**src/rtl/core_pkg.sv**
```systemverilog
// ---------------------------------------------------------------------------
// core_pkg
// Shared definitions for the multicycle RV32I core.
//   pc_src_e       : PCSource encodings driven by the control unit
//   fetch_state_e  : instruction-fetch FSM states
//   NOP_INSTR      : canonical NOP (addi x0,x0,0) loaded into IR at reset
// ---------------------------------------------------------------------------
package core_pkg;

  localparam logic [31:0] NOP_INSTR = 32'h0000_0013;

  typedef enum logic [1:0] {
    PC_SRC_ALU    = 2'b00,  // combinational ALU result (PC+4 in S0)
    PC_SRC_ALUOUT = 2'b01,  // registered ALU output (branch target)
    PC_SRC_JALR   = 2'b10,  // ALU result with bit 0 cleared
    PC_SRC_HOLD   = 2'b11   // keep current PC
  } pc_src_e;

  typedef enum logic [1:0] {
    FETCH_IDLE = 2'b00,
    FETCH_REQ  = 2'b01,
    FETCH_WAIT = 2'b10,
    FETCH_DONE = 2'b11
  } fetch_state_e;

endpackage : core_pkg

```
**src/rtl/instr_fetch_unit_if.sv**
```systemverilog
// ---------------------------------------------------------------------------
// instr_fetch_unit_if
// Instruction-memory read channel used by the fetch unit.
//   mem_req    : read request valid            (master -> slave)
//   mem_addr   : read address, stable while req (master -> slave)
//   mem_ready  : slave accepts the request      (slave -> master)
//   mem_rvalid : read data valid                (slave -> master)
//   mem_rdata  : read data                      (slave -> master)
// ---------------------------------------------------------------------------
interface instr_fetch_unit_if #(
  parameter int XLEN = 32
);

  logic            mem_req;
  logic [XLEN-1:0] mem_addr;
  logic            mem_ready;
  logic            mem_rvalid;
  logic [31:0]     mem_rdata;

  modport master (
    output mem_req,
    output mem_addr,
    input  mem_ready,
    input  mem_rvalid,
    input  mem_rdata
  );

  modport slave (
    input  mem_req,
    input  mem_addr,
    output mem_ready,
    output mem_rvalid,
    output mem_rdata
  );

endinterface : instr_fetch_unit_if

```
**src/rtl/instr_fetch_unit.sv**
```systemverilog
// ---------------------------------------------------------------------------
// instr_fetch_unit
// Fetch stage of the multicycle RV32I core. Owns PC, IR and old-PC.
// A fetch request from the control unit latches the PC as the fetch address
// and runs one read over the memory handshake; PC updates from the control
// unit are applied independently of the fetch FSM.
//
// Ports:
//   clk, rst      : core clock, synchronous active-high reset
//   fetch_req     : start a fetch (accepted only in IDLE)
//   PCWrite       : unconditional PC write
//   PCWriteCond   : PC write qualified by branch_taken
//   branch_taken  : ALU branch comparison result
//   PCSource      : next-PC select (see core_pkg::pc_src_e)
//   alu_result    : combinational ALU output
//   alu_out       : registered ALU output
//   mem           : instruction-memory read channel (master side)
//   instruction   : IR contents
//   pc            : current PC
//   old_pc        : PC of the instruction held in IR
//   fetch_busy    : FSM not IDLE (registered)
//   fetch_done    : one-cycle pulse, IR updated on the previous edge
//   misaligned    : one-cycle pulse, a PC write target was rejected
// ---------------------------------------------------------------------------
module instr_fetch_unit #(
  parameter int              XLEN      = 32,
  parameter logic [XLEN-1:0] RESET_PC  = '0,
  parameter logic [31:0]     NOP_INSTR = core_pkg::NOP_INSTR
) (
  input  logic                clk,
  input  logic                rst,
  input  logic                fetch_req,
  input  logic                PCWrite,
  input  logic                PCWriteCond,
  input  logic                branch_taken,
  input  logic [1:0]          PCSource,
  input  logic [XLEN-1:0]     alu_result,
  input  logic [XLEN-1:0]     alu_out,
  instr_fetch_unit_if.master  mem,
  output logic [31:0]         instruction,
  output logic [XLEN-1:0]     pc,
  output logic [XLEN-1:0]     old_pc,
  output logic                fetch_busy,
  output logic                fetch_done,
  output logic                misaligned
);

  import core_pkg::*;

  fetch_state_e    state_q, state_d;
  logic [XLEN-1:0] pc_q;
  logic [XLEN-1:0] old_pc_q;
  logic [XLEN-1:0] fetch_addr_q;
  logic [31:0]     ir_q;
  logic            busy_q;
  logic            misaligned_q;

  logic [XLEN-1:0] pc_target;
  logic            pc_we;
  logic            target_misaligned;
  logic            fetch_start;
  logic            ir_load;

  // -------------------------------------------------------------------------
  // Next-PC selection
  // -------------------------------------------------------------------------
  assign pc_we = PCWrite | (PCWriteCond & branch_taken);

  // NOTE: every signal assigned in always_comb gets a default first, so no
  // path through the case can leave it unassigned and infer a latch.
  always_comb begin
    pc_target = pc_q;
    case (pc_src_e'(PCSource))
      PC_SRC_ALU:    pc_target = alu_result;
      PC_SRC_ALUOUT: pc_target = alu_out;
      PC_SRC_JALR:   pc_target = {alu_result[XLEN-1:1], 1'b0};
      PC_SRC_HOLD:   pc_target = pc_q;
      default:       pc_target = pc_q;
    endcase
  end

  // Checked after the JALR bit-0 clear, so only bit 1 can trip on JALR.
  assign target_misaligned = (pc_target[1:0] != 2'b00);

  // -------------------------------------------------------------------------
  // Fetch FSM
  // -------------------------------------------------------------------------
  assign fetch_start = (state_q == FETCH_IDLE) && fetch_req;

  // Data may arrive together with acceptance in the first REQ cycle; in that
  // case WAIT is skipped entirely.
  assign ir_load = ((state_q == FETCH_REQ)  && mem.mem_ready && mem.mem_rvalid) ||
                   ((state_q == FETCH_WAIT) && mem.mem_rvalid);

  always_comb begin
    state_d = state_q;
    case (state_q)
      FETCH_IDLE: if (fetch_req)  state_d = FETCH_REQ;
      FETCH_REQ: begin
        if (mem.mem_ready) state_d = mem.mem_rvalid ? FETCH_DONE : FETCH_WAIT;
      end
      FETCH_WAIT: if (mem.mem_rvalid) state_d = FETCH_DONE;
      FETCH_DONE: state_d = FETCH_IDLE;
      default:    state_d = FETCH_IDLE;
    endcase
  end

  // -------------------------------------------------------------------------
  // State registers
  // -------------------------------------------------------------------------
  // NOTE: sequential state uses non-blocking assignments so every register
  // samples pre-edge values, independent of statement order.
  always_ff @(posedge clk) begin
    if (rst) begin
      state_q      <= FETCH_IDLE;
      pc_q         <= RESET_PC;
      old_pc_q     <= RESET_PC;
      fetch_addr_q <= RESET_PC;
      ir_q         <= NOP_INSTR;
      busy_q       <= 1'b0;
      misaligned_q <= 1'b0;
    end else begin
      state_q      <= state_d;
      busy_q       <= (state_d != FETCH_IDLE);
      misaligned_q <= pc_we && target_misaligned;

      // A PC write in the same cycle as fetch_start lands in pc_q, while the
      // fetch address and old_pc capture the pre-write PC.
      if (pc_we && !target_misaligned) pc_q <= pc_target;

      if (fetch_start) begin
        fetch_addr_q <= pc_q;
        old_pc_q     <= pc_q;
      end

      if (ir_load) ir_q <= mem.mem_rdata;
    end
  end

  // -------------------------------------------------------------------------
  // Outputs
  // -------------------------------------------------------------------------
  assign mem.mem_req  = (state_q == FETCH_REQ);
  assign mem.mem_addr = fetch_addr_q;

  assign instruction = ir_q;
  assign pc          = pc_q;
  assign old_pc      = old_pc_q;
  assign fetch_busy  = busy_q;
  assign fetch_done  = (state_q == FETCH_DONE);
  assign misaligned  = misaligned_q;

endmodule : instr_fetch_unit

```
**src/flat_wrapper.sv**
```systemverilog
// flat-port wrapper written by rule: the top's interface ports become plain ports
module instr_fetch_unit_flat import core_pkg::*;
#(
  parameter int              XLEN      = 32,
  parameter logic [XLEN-1:0] RESET_PC  = '0,
  parameter logic [31:0]     NOP_INSTR = core_pkg::NOP_INSTR
)
  (clk, rst, fetch_req, PCWrite, PCWriteCond, branch_taken, PCSource, alu_result, alu_out, instruction, pc, old_pc, fetch_busy, fetch_done, misaligned, mem_mem_req, mem_mem_addr, mem_mem_ready, mem_mem_rvalid, mem_mem_rdata);
  instr_fetch_unit_if #(.XLEN(XLEN)) mem_i ();
  input  logic clk;
  input  logic rst;
  input  logic fetch_req;
  input  logic PCWrite;
  input  logic PCWriteCond;
  input  logic branch_taken;
  input  logic [1:0] PCSource;
  input  logic [XLEN-1:0] alu_result;
  input  logic [XLEN-1:0] alu_out;
  output logic [31:0] instruction;
  output logic [XLEN-1:0] pc;
  output logic [XLEN-1:0] old_pc;
  output logic fetch_busy;
  output logic fetch_done;
  output logic misaligned;
  output wire logic [$bits(mem_i.mem_req)-1:0] mem_mem_req;
  output wire logic [$bits(mem_i.mem_addr)-1:0] mem_mem_addr;
  input wire logic [$bits(mem_i.mem_ready)-1:0] mem_mem_ready;
  input wire logic [$bits(mem_i.mem_rvalid)-1:0] mem_mem_rvalid;
  input wire logic [$bits(mem_i.mem_rdata)-1:0] mem_mem_rdata;
  assign mem_mem_req = mem_i.mem_req;
  assign mem_mem_addr = mem_i.mem_addr;
  assign mem_i.mem_ready = mem_mem_ready;
  assign mem_i.mem_rvalid = mem_mem_rvalid;
  assign mem_i.mem_rdata = mem_mem_rdata;
  instr_fetch_unit #(.XLEN(XLEN), .RESET_PC(RESET_PC), .NOP_INSTR(NOP_INSTR)) u_core (.clk(clk), .rst(rst), .fetch_req(fetch_req), .PCWrite(PCWrite), .PCWriteCond(PCWriteCond), .branch_taken(branch_taken), .PCSource(PCSource), .alu_result(alu_result), .alu_out(alu_out), .mem(mem_i), .instruction(instruction), .pc(pc), .old_pc(old_pc), .fetch_busy(fetch_busy), .fetch_done(fetch_done), .misaligned(misaligned));
endmodule
```
**config.mk**
```make
export PLATFORM = sky130hd
export DESIGN_NAME = instr_fetch_unit_flat
export DESIGN_NICKNAME = d
export VERILOG_FILES = /design/src/rtl/core_pkg.sv /design/src/rtl/instr_fetch_unit_if.sv /design/src/rtl/instr_fetch_unit.sv /design/src/flat_wrapper.sv
export SDC_FILE = /design/constraint.sdc
export NUM_CORES = 1
export LEC_CHECK = 0
export ABC_AREA = 0
export CAP_MARGIN = 20
export CORE_MARGIN = 2
export CORE_UTILIZATION = 35
export DETAILED_ROUTE_END_ITERATION = 10
export GPL_ROUTABILITY_DRIVEN = 0
export PLACE_DENSITY = 0.83
export REMOVE_ABC_BUFFERS = 1
export SYNTH_ARGS = -nofsm -noshare
export SYNTH_HDL_FRONTEND = slang
export SYNTH_SLANG_ARGS = --single-unit
```
**constraint.sdc**
```tcl
create_clock -name clk -period 1.5 [get_ports clk]
set_input_delay 0.3 -clock clk [delete_from_list [all_inputs] [get_ports clk]]
set_output_delay 0.3 -clock clk [all_outputs]
set_load 0.01 [all_outputs]
```
==> key figures, run 1 <==
Run status
  – Status: complete, no violations

Yosys
  – #FFs+latches synth: 100
  – Cell count after synthesis: 483
  – Ys Warns: 0
  – Syn_area_per_cell: 8.72 um^2
  – Post-synthesis sequential area ratio: 47.5%
  – Cell area after synthesis: 4210 um^2
  – Synth cell types: 27

Pwr
  – P_sw: 1.62 mW
  – Flop pwr share: 46.2%
  – Internal Power: 4.58 mW
  – Clock group share of total power: 34.4%
  – Combinational share of power: 19.4%
  – Lkg Pwr: 3.12 nW
  – PD cells: 883 nW/um^2
  – Sw Share: 26.2%
  – Worst VDD drop: 696 uV

Floorplanning
  – IO Count: 238
  – Area of the die: 12900 um^2
  – Initial Util: 35.5%
  – Core Region: 11900 um^2
  – Row count: 40
  – Die H: 114 um
  – Die W: 114 um

Final layout
  – FF/Latch Area: 2010 um^2
  – Ant diodes: 0
  – Layout area overhead: 66.7%
  – Final Non-Filler Cells: 843
  – Ratio of cells with drive above 1 in the final layout: 12.1%
  – Fillers: 1038
  – Nets: 798
  – Multi-input combinational cell area: 1960 um^2

Timing
  – Slew margin rel.: 75.5%
  – Clock Skew: 0.00812 ns
  – Worst slew pin tran: 0.367 ns
  – Period utilisation layout: 99.2%
  – Final hold slack: 0.339 ns
  – Final hold viol count: 0
  – Fmax: 672 MHz
  – Final Setup Violations: 0
  – Slew Limit Fails: 0
  – Minimum clock period: 1.49 ns
  – RSZ-0062 raised after global routing: yes

Drt
  – WL per Instance: 16.9 um
  – Vias: 4139
  – DRC viols: 0
  – Routed Antenna Nets: 0
  – Drt first pass iters: 5
  – Initial DRC count: 226
  – Post-Route WL: 14.2 mm
  – Drt via density: 4.91

GRT
  – Antenna violations before repair: 0
  – Largest net degree at the start of global routing: 36
  – GRT Resource Usage Total: 21.0%
  – Vias in the first global route: 4106
  – Grt total ovfl: 0
  – First-pass GRT wire length: 21.4 mm

Clock tree
  – CTS tree: done
  – CTS clk-pin slew, worst paths: 0.06 ns
  – CTS Buf Count: 9
  – Clock root cell: clkbuf_16
  – Hold_buf cts: 0
  – Clk sinks: 100
  – Skew-Pair Late Insertion Delay: 0.34 ns
  – Maximum root-to-sink buffer count: 2
  – H-tree levels: 3

Setup path
  – Crit-path max FO: 7
  – Worst EP required: 1.77 ns
  – Setup crit end kind: flop
  – Critical path data arrival time: 1.75 ns
  – WS Path Type: reg -> reg
  – Startpoint Class: flop
  – R2r startpoint: u_core.pc[0]
  – CP Launch Point: u_core.pc[0]

Placed design
  – IO Port Bufs: 237
  – HPWL after DPL: 9.97 mm
  – Placed instance count: 819

Min path
  – Hold Crit Start: rst
  – Hold WC Path Type: in -> reg

Flow run
  – Max Cap Viol: 0
## critical path, stage by stage, from the launching register on
cell and delay, ns:
dfxtp_4 0.34, nor3b_2 0.21, o21ai_1 0.10, a311o_2 0.43
clkbuf_16 0.22, o2bb2ai_2 0.12
## power by group through the flow
stage | logic [mW] | registers, mW | clock network (mW)
after floorplan | 0.337 | 2.98 | 0
after global placement | 1.16 | 2.92 | 0
after detailed placement | 1.18 | 2.93 | 0
after CTS | 1.18 | 2.86 | 2.17
after global routing | 1.28 | 2.88 | 2.28
final | 1.20 | 2.87 | 2.13
## placed cells by master (no fill, tap or decap), types with 2 or more instances in the layout
cell type / count
nor2_1: 5
nor3_1: 7
o2bb2ai_4: 11
dlymetal6s2s_1: 3
a21o_1: 2
nand2b_1: 4
dlygate4sd2_1: 134
clkbuf_16: 12
a21oi_1: 96
and2_1: 2
o2bb2ai_2: 19
nor2b_1: 32
dfxtp_2: 2
clkinv_2: 2
buf_4: 16
buf_12: 6
bufbuf_16: 2
dfxtp_4: 2
clkdlybuf4s50_1: 98
nand2_1: 124
dfxtp_1: 96
## metal layers
layer	wire length (um)	global-route usage [%]	vias up
met5	0	0	-
met4	320	7.32	0
met3	741	3.83	25
met2	7200	37.5	147
met1	5960	25.5	1964
li1	-	-	2003
## cells by family after synthesis
group / after synthesis / share of synthesized area [%]
buffers and inverters: 67 / 9.57
flip-flops: 100 / 47.5
AND/OR/NAND/NOR: 181 / 19.0
AO/OA/AOI/OAI: 135 / 23.9
## repair_timing
item | CTS | global route
pin swaps | 5 | 0
gates resized for setup | 148 | 17
buffers inserted | 3 | 1
hold endpoints to repair | 0 | 0
endpoints found under the setup margin | 159 | 33
cloned | 5 | 0
## sequential cells by signal, indices dropped and copies added, names as in the netlist
register / flops
u_core.state_q: 2
u_core.mem.mem_addr: 32
u_core.fetch_busy: 1
u_core.misaligned: 1
u_core.pc: 32
u_core.instruction: 32
## Yosys cell counts
| master | count | share of area (%) |
|---|---|---|
| or2_1 | 1 | 0.15 |
| nor3_1 | 7 | 0.83 |
| buf_4 | 32 | 5.7 |
| clkbuf_1 | 21 | 1.9 |
| nand3b_1 | 1 | 0.18 |
| nand2_1 | 124 | 11 |
| inv_1 | 1 | 0.089 |
| o21ai_1 | 1 | 0.12 |
| and2_1 | 2 | 0.30 |
| nor2b_1 | 33 | 4.9 |
| nand3_1 | 1 | 0.12 |
| dfxtp_1 | 100 | 48 |
| or3_1 | 1 | 0.15 |
| a22o_1 | 1 | 0.21 |
| a21o_1 | 2 | 0.36 |
| nor3b_1 | 1 | 0.18 |
| a311o_1 | 1 | 0.24 |
| o311a_1 | 1 | 0.24 |
| o21ai_0 | 1 | 0.12 |
| buf_6 | 3 | 0.80 |
| buf_2 | 7 | 0.83 |
| o2bb2ai_2 | 29 | 10 |
| buf_1 | 3 | 0.27 |
| nand2b_1 | 4 | 0.59 |
| o2bb2ai_4 | 1 | 0.65 |
| nor2_1 | 6 | 0.53 |
| a21oi_1 | 98 | 12 |
## metrics by stage
| stage | utilization [%] | area (um^2) | TNS [ns] | power [mW] | setup WS (ns) |
|---|---|---|---|---|---|
| after floorplan | - | 3810 | -71.25 | 3.31 | -1.80 |
| after global placement | 55.6 | 6590 | -17.05 | 4.08 | -0.498 |
| after detailed placement | 55.6 | 6590 | -22.22 | 4.11 | -0.626 |
| after CTS | 58.1 | 6900 | -0.179 | 6.21 | -0.0277 |
| after global routing | 59.2 | 7020 | -0.114 | 6.45 | -0.0216 |
| final | 59.2 | 7020 | 0 | 6.20 | 0.0120 |
## layout make-up
class | instances | share of cell area, %
Sequential cell | 100 | 28.7
Timing Repair Buffer | 264 | 36.9
Inverter | 1 | 0.0535
Clock buffer | 11 | 3.46
Clock inverter | 4 | 0.374
Multi-Input combinational cell | 316 | 28.0
Tap cell | 147 | 2.62
## final timing paths
check / endpoint / slack (ns) / cells past startpoint
max: u_core.pc[4] / 0.01 / 5
min reg2reg: u_core.instruction[29] / 0.45 / 2
min: u_core.mem.mem_addr[0] / 0.34 / 2
max reg2reg: u_core.pc[4] / 0.01 / 5
(Power assumes the default switching activity.)
==> run 2, diff against run 1 <==
--- a/config.mk
+++ b/config.mk
@@ -7,12 +7,13 @@
 export LEC_CHECK = 0
 export ABC_AREA = 0
 export CAP_MARGIN = 20
+export CELL_PAD_IN_SITES_DETAIL_PLACEMENT = 1
+export CELL_PAD_IN_SITES_GLOBAL_PLACEMENT = 2
 export CORE_MARGIN = 2
-export CORE_UTILIZATION = 35
+export CORE_UTILIZATION = 18
 export DETAILED_ROUTE_END_ITERATION = 10
 export GPL_ROUTABILITY_DRIVEN = 0
-export PLACE_DENSITY = 0.83
-export REMOVE_ABC_BUFFERS = 1
+export PLACE_DENSITY = 0.8
 export SYNTH_ARGS = -nofsm -noshare
 export SYNTH_HDL_FRONTEND = slang
 export SYNTH_SLANG_ARGS = --single-unit
==> key figures, run 2 (synthesis gave the netlist of run 1 again) <==
Placed design
  – DP Worst Slack: -0.479 ns (+0.147 ns)
  – HPWL after DPL: 11.6 mm (+17%)
  – IO Port Bufs: 237 (unchanged)
  – Placed Instance Area: 6870 um^2 (+4.2%)
  – Placed instance count: 994 (+21%)

Clock tree
  – Maximum root-to-sink buffer count: 2 (unchanged)
  – Clk sinks: 100 (unchanged)
  – CTS tree: done
  – Hold_buf cts: 0 (unchanged)
  – H-tree levels: 3 (unchanged)
  – CTS Buf Count: 9 (unchanged)
  – Skew-Pair Late Insertion Delay: 0.35 ns (about the same)
  – CTS clk-pin slew, worst paths: 0.07 ns (about the same)
  – Clock root cell: clkbuf_16

Setup path
  – Slowest-stage cell, CP: a311o_2
  – Critical path data arrival time: 1.77 ns (+0.02 ns)
  – CP peak stage delay: 0.39 ns (-0.04 ns)
  – WP buf/inv: 1 (unchanged)
  – WS Path Type: reg -> reg
  – Reg2reg setup slack: 0.005 ns (about the same)
  – Startpoint Class: flop
  – Crit-path max FO: 7 (unchanged)
  – Setup crit end kind: flop
  – CP Cell Sequence: nor3b_4 > o21ai_2 > a311o_2 > bufbuf_16 > o2bb2ai_2
  – Worst EP required: 1.78 ns (about the same)
  – CP delay by family, top: compound AO/OA/AOI/OAI gates

Floorplanning
  – Die W: 157 um (+38%)
  – Row count: 55 (+38%)
  – Die H: 157 um (+38%)
  – Core Region: 22800 um^2 (+92%)
  – Area of the die: 24600 um^2 (+91%)
  – IO Count: 238 (unchanged)
  – Initial Util: 18.5% (-17 points)

Timing
  – RSZ-0062 raised after global routing: yes
  – Fmax: 669 MHz (-0.49%)
  – Period utilisation layout: 99.7% (+0.49 points)
  – Worst slew pin tran: 0.308 ns (-0.0592 ns)
  – Slew Limit Fails: 0 (unchanged)
  – Slew margin rel.: 79.5% (+3.9 points)
  – Final Setup Violations: 0 (unchanged)
  – Clock Skew: 0.00642 ns (-0.00171 ns)
  – Final hold viol count: 0 (unchanged)
  – Minimum clock period: 1.50 ns (+0.00733 ns)
  – Setup ws final: 0.00468 ns (-0.00733 ns)

Final layout
  – Nets: 806 (+1.0%)
  – Final instance area: 7300 um^2 (+4.0%)
  – Layout area overhead: 73.3%
  – Ratio of cells with drive above 1 in the final layout: 16.0% (+3.9 points)
  – Final Non-Filler Cells: 1017 (+21%)
  – Most frequent cells in the layout: 139 x dlygate4sd2_1, 122 x nand2_1, 96 x dfxtp_1
  – Most common cell after layout, fill and taps aside: dlygate4sd2_1

Run status
  – Status: complete, no violations

Drt
  – Routed Antenna Nets: 0 (unchanged)
  – Drt via density: 4.03 (-18%)
  – Drt first pass iters: 4 (-1)
  – Vias: 4096 (-1.0%)
  – Initial DRC count: 173 (-23%)
  – WL per Instance: 15.6 um (-7.6%)
  – Post-Route WL: 15.9 mm (+12%)
  – DRC viols: 0 (unchanged)

Pwr
  – Sw Share: 26.9% (+0.69 points)
  – Clock group share of total power: 34.6% (+0.2 points)
  – PD cells: 857 nW/um^2 (-3.0%)
  – Internal Power: 4.57 mW (-0.11%)
  – Worst VDD drop: 457 uV (-34%)
  – Flop pwr share: 45.7% (-0.5 points)
  – Combinational share of power: 19.7% (+0.3 points)
  – Lkg Pwr: 3.12 nW (about the same)
  – P_sw: 1.68 mW (+3.5%)

Flow run
  – Max Cap Viol: 0 (unchanged)

GRT
  – Vias in the first global route: 4074 (-0.78%)
  – Grt total ovfl: 0 (unchanged)
  – Largest net degree at the start of global routing: 33 (-8.3%)
  – GRT Resource Usage Total: 12.6% (-8.5 points)
  – First-pass GRT wire length: 23.6 mm (+9.8%)
  – Antenna violations before repair: 2 (+2)

Min path
  – Hold WC Path Type: in -> reg

Yosys
  – Syn nets: 589
## run 2: cell types whose count changed in the layout (fill, tap and decap cells not counted), moves of 3 or more
cell	previous run	this run
nor3_1	7	4
buf_4	16	20
buf_6	0	4
dlygate4sd2_1	134	139
dlymetal6s2s_1	3	0
clkdlybuf4s50_1	98	95
a21oi_2	1	14
o2bb2ai_4	11	5
o2bb2ai_2	19	25
a21oi_1	96	82
## run 2: stage by stage
| step | hold WS [ns] | utilization [%] | total power, mW | TNS, ns |
|---|---|---|---|---|
| floorplan | 0.427 | - | 3.41 | 0 |
| global placement | 0.440 | 30.2 | 4.16 | -15.71 |
| detailed placement | 0.448 | 30.2 | 4.17 | -19.29 |
| CTS | 0.355 | 31.0 | 6.32 | -0.0137 |
| global route | 0.369 | 32.0 | 6.59 | -0.869 |
| finish | 0.348 | 32.0 | 6.25 | 0 |
## run 2: final cells by class
cell class              instances  area (um^2)
well taps                     313          392
flip-flops and latches        100         2010
repair buffers                272         2630
diodes                          2         5.00
fillers                      2676        15500
clock inverters                 2         13.8
inverters                       1         3.75
clock buffers                  11          243
multi-input cells             316         2000
## run 2: power by group through the flow
stage               logic [mW]  registers [mW]  clock network [mW]
floorplan                0.441            2.97                   0
global placement          1.24            2.92                   0
detailed placement        1.25            2.93                   0
CTS                       1.19            2.86                2.27
global route              1.34            2.88                2.37
finish                    1.23            2.86                2.16
## run 2: per-layer routing
layer / global-route usage (%) / wire length, um / part of all wire (%)
met1: 15.6 / 6870 / 43
met2: 20.8 / 7590 / 48
met3: 4.49 / 1220 / 7.7
met4: 3.15 / 170 / 1.1
met5: 0 / 0 / 0
## run 2: repair_timing
| action | in CTS | in global routing |
|---|---|---|
| cloned | 2 | 2 |
| gates resized for setup | 147 | 46 |
| pin swaps | 4 | 6 |
| endpoints found under the hold margin | 0 | 0 |
| setup buffers | 3 | 1 |
| setup endpoints to repair | 162 | 49 |
## run 2: worst register-to-register path: cells and delay by family (launching register included)
family / cells / cell delay (ns)
and+or+nand+nor: 1 / 0.18
DFF: 1 / 0.36
buffers and inverters: 1 / 0.31
AOI/OAI and AO/OA: 3 / 0.58
## run 2: final timing paths
check / start / to / cells past startpoint
setup reg to reg: u_core.pc[0] / u_core.pc[21] / 5
hold reg to reg: u_core.instruction[15] / u_core.instruction[15] / 2
hold / removal: rst / u_core.state_q[1] / 3
setup / recovery: u_core.pc[0] / u_core.pc[21] / 5
==> run 3, diff against run 2 <==
--- a/config.mk
+++ b/config.mk
@@ -10,10 +10,11 @@
 export CELL_PAD_IN_SITES_DETAIL_PLACEMENT = 1
 export CELL_PAD_IN_SITES_GLOBAL_PLACEMENT = 2
 export CORE_MARGIN = 2
-export CORE_UTILIZATION = 18
+export CORE_UTILIZATION = 19
+export CTS_BUF_LIST = sky130_fd_sc_hd__clkbuf_4
 export DETAILED_ROUTE_END_ITERATION = 10
 export GPL_ROUTABILITY_DRIVEN = 0
-export PLACE_DENSITY = 0.8
+export PLACE_DENSITY = 0.84
 export SYNTH_ARGS = -nofsm -noshare
 export SYNTH_HDL_FRONTEND = slang
 export SYNTH_SLANG_ARGS = --single-unit
==> key figures, run 3 (synthesis gave the netlist of run 1 again) <==
Pwr
  – Clock group share of total power: 25.6% (-9.0 points)
  – Combinational share of power: 22.6% (+2.9 points)
  – Lkg Pwr: 2.80 nW (-10%)
  – P_sw: 1.70 mW (+1.1%)
  – Flop pwr share: 51.8% (+6.1 points)
  – Sw Share: 30.8% (+3.9 points)
  – Final Total Pwr: 5.52 mW (-12%)
  – PD cells: 771 nW/um^2 (-10%)
  – Internal Power: 3.82 mW (-16%)
  – Worst VDD drop: 329 uV (-28%)

Timing
  – TNS Setup: 0 ns (unchanged)
  – Slew margin rel.: 78.1% (-1.3 points)
  – Clock Skew: 0.0205 ns (+0.0141 ns)
  – RSZ-0062 raised after global routing: yes
  – Final hold viol count: 0 (unchanged)
  – Minimum clock period: 1.46 ns (-0.0310 ns)
  – Period utilisation layout: 97.6% (-2.1 points)
  – Fmax: 683 MHz (+2.1%)
  – Worst slew pin tran: 0.328 ns (+0.0202 ns)
  – Setup ws final: 0.0357 ns (+0.0310 ns)
  – Slew Limit Fails: 0 (unchanged)
  – Final Setup Violations: 0 (unchanged)

Final layout
  – Nets: 840 (+4.2%)
  – Most frequent cells in the layout: 124 x nand2_1, 103 x clkdlybuf4s50_1, 96 x a21oi_1
  – Fillers: 2558 (-4.4%)
  – Most common cell after layout, fill and taps aside: nand2_1
  – Final Core Density: 32.8% (+0.77 points)
  – Layout area overhead: 70.0%
  – Ratio of cells with drive above 1 in the final layout: 38.2% (+22 points)

Yosys
  – Syn nets: 589 (unchanged)

Floorplanning
  – Initial Util: 19.3% (+0.81 points)
  – IO Count: 238 (unchanged)
  – Core Region: 21800 um^2 (-4.2%)
  – Row count: 54 (-1.8%)
  – Die H: 153 um (-2.6%)
  – Area of the die: 23400 um^2 (-5.1%)
  – Die W: 153 um (-2.6%)

Clock tree
  – H-tree levels: 3 (unchanged)
  – CTS Buf Count: 9 (unchanged)
  – CTS clk-pin slew, worst paths: 0.18 ns (+0.11 ns)
  – CTS tree: done
  – Clk sinks: 100 (unchanged)
  – Skew-Pair Late Insertion Delay: 0.50 ns (+0.15 ns)
  – Maximum root-to-sink buffer count: 2 (unchanged)
  – Clock root cell: clkbuf_4

Drt
  – Drt first pass iters: 4 (unchanged)
  – Routed Antenna Nets: 0 (unchanged)
  – Vias: 4248 (+3.7%)
  – WL per Instance: 15.9 um (+2.1%)
  – Initial DRC count: 120 (-31%)
  – Post-Route WL: 16.3 mm (+2.8%)
  – Drt via density: 4.15 (+3.0%)
  – DRC viols: 0 (unchanged)

Setup path
  – CP Cell Sequence: and2_1 > buf_2
  – Critical path data arrival time: 1.16 ns (-0.61 ns)
  – Slowest-stage cell, CP: dfxtp_2
  – CP Launch Point: u_core.state_q[1]
  – Reg2reg setup slack: 0.05 ns (+0.05 ns)
  – Startpoint Class: flop
  – Setup crit end: fetch_done
  – Worst flop-to-flop path endpoint: u_core.instruction[14]
  – CP peak stage delay: 0.38 ns (about the same)
  – R2r startpoint: u_core.state_q[1]
  – Worst EP required: 1.20 ns (-0.58 ns)
  – Path depth of the worst reg2reg path: 6 (+1)
  – WS Path Type: reg -> out
  – Setup crit end kind: output pin
  – Crit-path max FO: 5 (-2)

GRT
  – Grt total ovfl: 0 (unchanged)
  – GRT Resource Usage Total: 14.0% (+1.4 points)
  – Vias in the first global route: 4489 (+10%)
  – Largest net degree at the start of global routing: 33 (unchanged)
  – First-pass GRT wire length: 25.5 mm (+8.1%)
  – Antenna violations before repair: 4 (+2)

Placed design
  – HPWL after DPL: 11.8 mm (+1.5%)
  – DP Worst Slack: -0.629 ns (-0.150 ns)
  – IO Port Bufs: 237 (unchanged)

Run status
  – Status: complete, no violations

Flow run
  – Max Cap Viol: 0 (unchanged)

Min path
  – Hold WC Path Type: in -> reg
[run 3: cell count changes in the layout (fill, tap and decap cells not counted), sizes merged, moves of 3 or more]
cell,before,now
dlygate4sd2,139,2
buf,36,96
clkbuf,12,63
clkdlybuf4s15,0,51
clkdlybuf4s50,95,103
diode,2,5
[run 3: how the worst min path moves through the flow]
| stage | from | to | slack [ns] | cells after the start |
|---|---|---|---|---|
| finish | rst | u_core.state_q[1] | 0.12 | 2 |
| global route | rst | u_core.state_q[1] | 0.12 | 2 |
| CTS | rst | u_core.state_q[1] | 0.09 | 2 |
| detailed placement | u_core.instruction[22] | u_core.instruction[22] | 0.45 | 2 |
| global placement | u_core.instruction[25] | u_core.instruction[25] | 0.44 | 2 |
| floorplan | mem_mem_rdata[0] | u_core.instruction[0] | 0.43 | 2 |
[run 3: power by group through the flow]
stage / sequential [mW] / combinational (mW) / clock [mW]
6_report: 2.86 / 1.25 / 1.41
5_1_grt: 2.88 / 1.35 / 1.59
4_1_cts: 2.87 / 1.25 / 1.50
3_5_place_dp: 2.92 / 1.28 / 0
3_3_place_gp: 2.92 / 1.26 / 0
2_1_floorplan: 2.97 / 0.441 / 0
[run 3: area by class of cell]
type / instances / area, um^2 / area share, %
Inverter: 1 / 3.75 / 0.0524
Tap cell: 280 / 350 / 4.89
Clock inverter: 7 / 61.3 / 0.856
Timing Repair Buffer: 306 / 2720 / 38.0
Antenna cell: 5 / 12.5 / 0.175
Sequential cell: 100 / 2100 / 29.4
Multi-Input combinational cell: 316 / 1840 / 25.7
Clock buffer: 9 / 67.6 / 0.944
[run 3: repair_timing]
action / in CTS / in global routing
gates resized for setup: 323 / 154
pin swaps: 1 / 0
hold buffers: 0 / 0
setup buffers: 27 / 12
endpoints found under the setup margin: 162 / 143
[run 3: through the flow]
step	hold slack, ns	cell area (um^2)	cells
floorplan	0.427	4210	483
global placement	0.441	6910	967
detailed placement	0.448	6910	967
CTS	0.0891	7170	1010
global route	0.123	7150	1021
finish	0.118	7160	1024
[run 3: metal layers]
metal	vias up	global-route usage, %	share of wire [%]
met5	-	0	0
met4	0	3.66	1.8
met3	15	5.36	7.7
li1	2091	-	-
met1	2008	15.8	41
met2	134	24.7	50
[run 3: worst max-delay path, delay by kind of cell (launching register included)]
kind                   cells  cell delay (ns)
and+or+nand+nor            1             0.15
buffers and inverters      1             0.14
DFF                        1             0.38
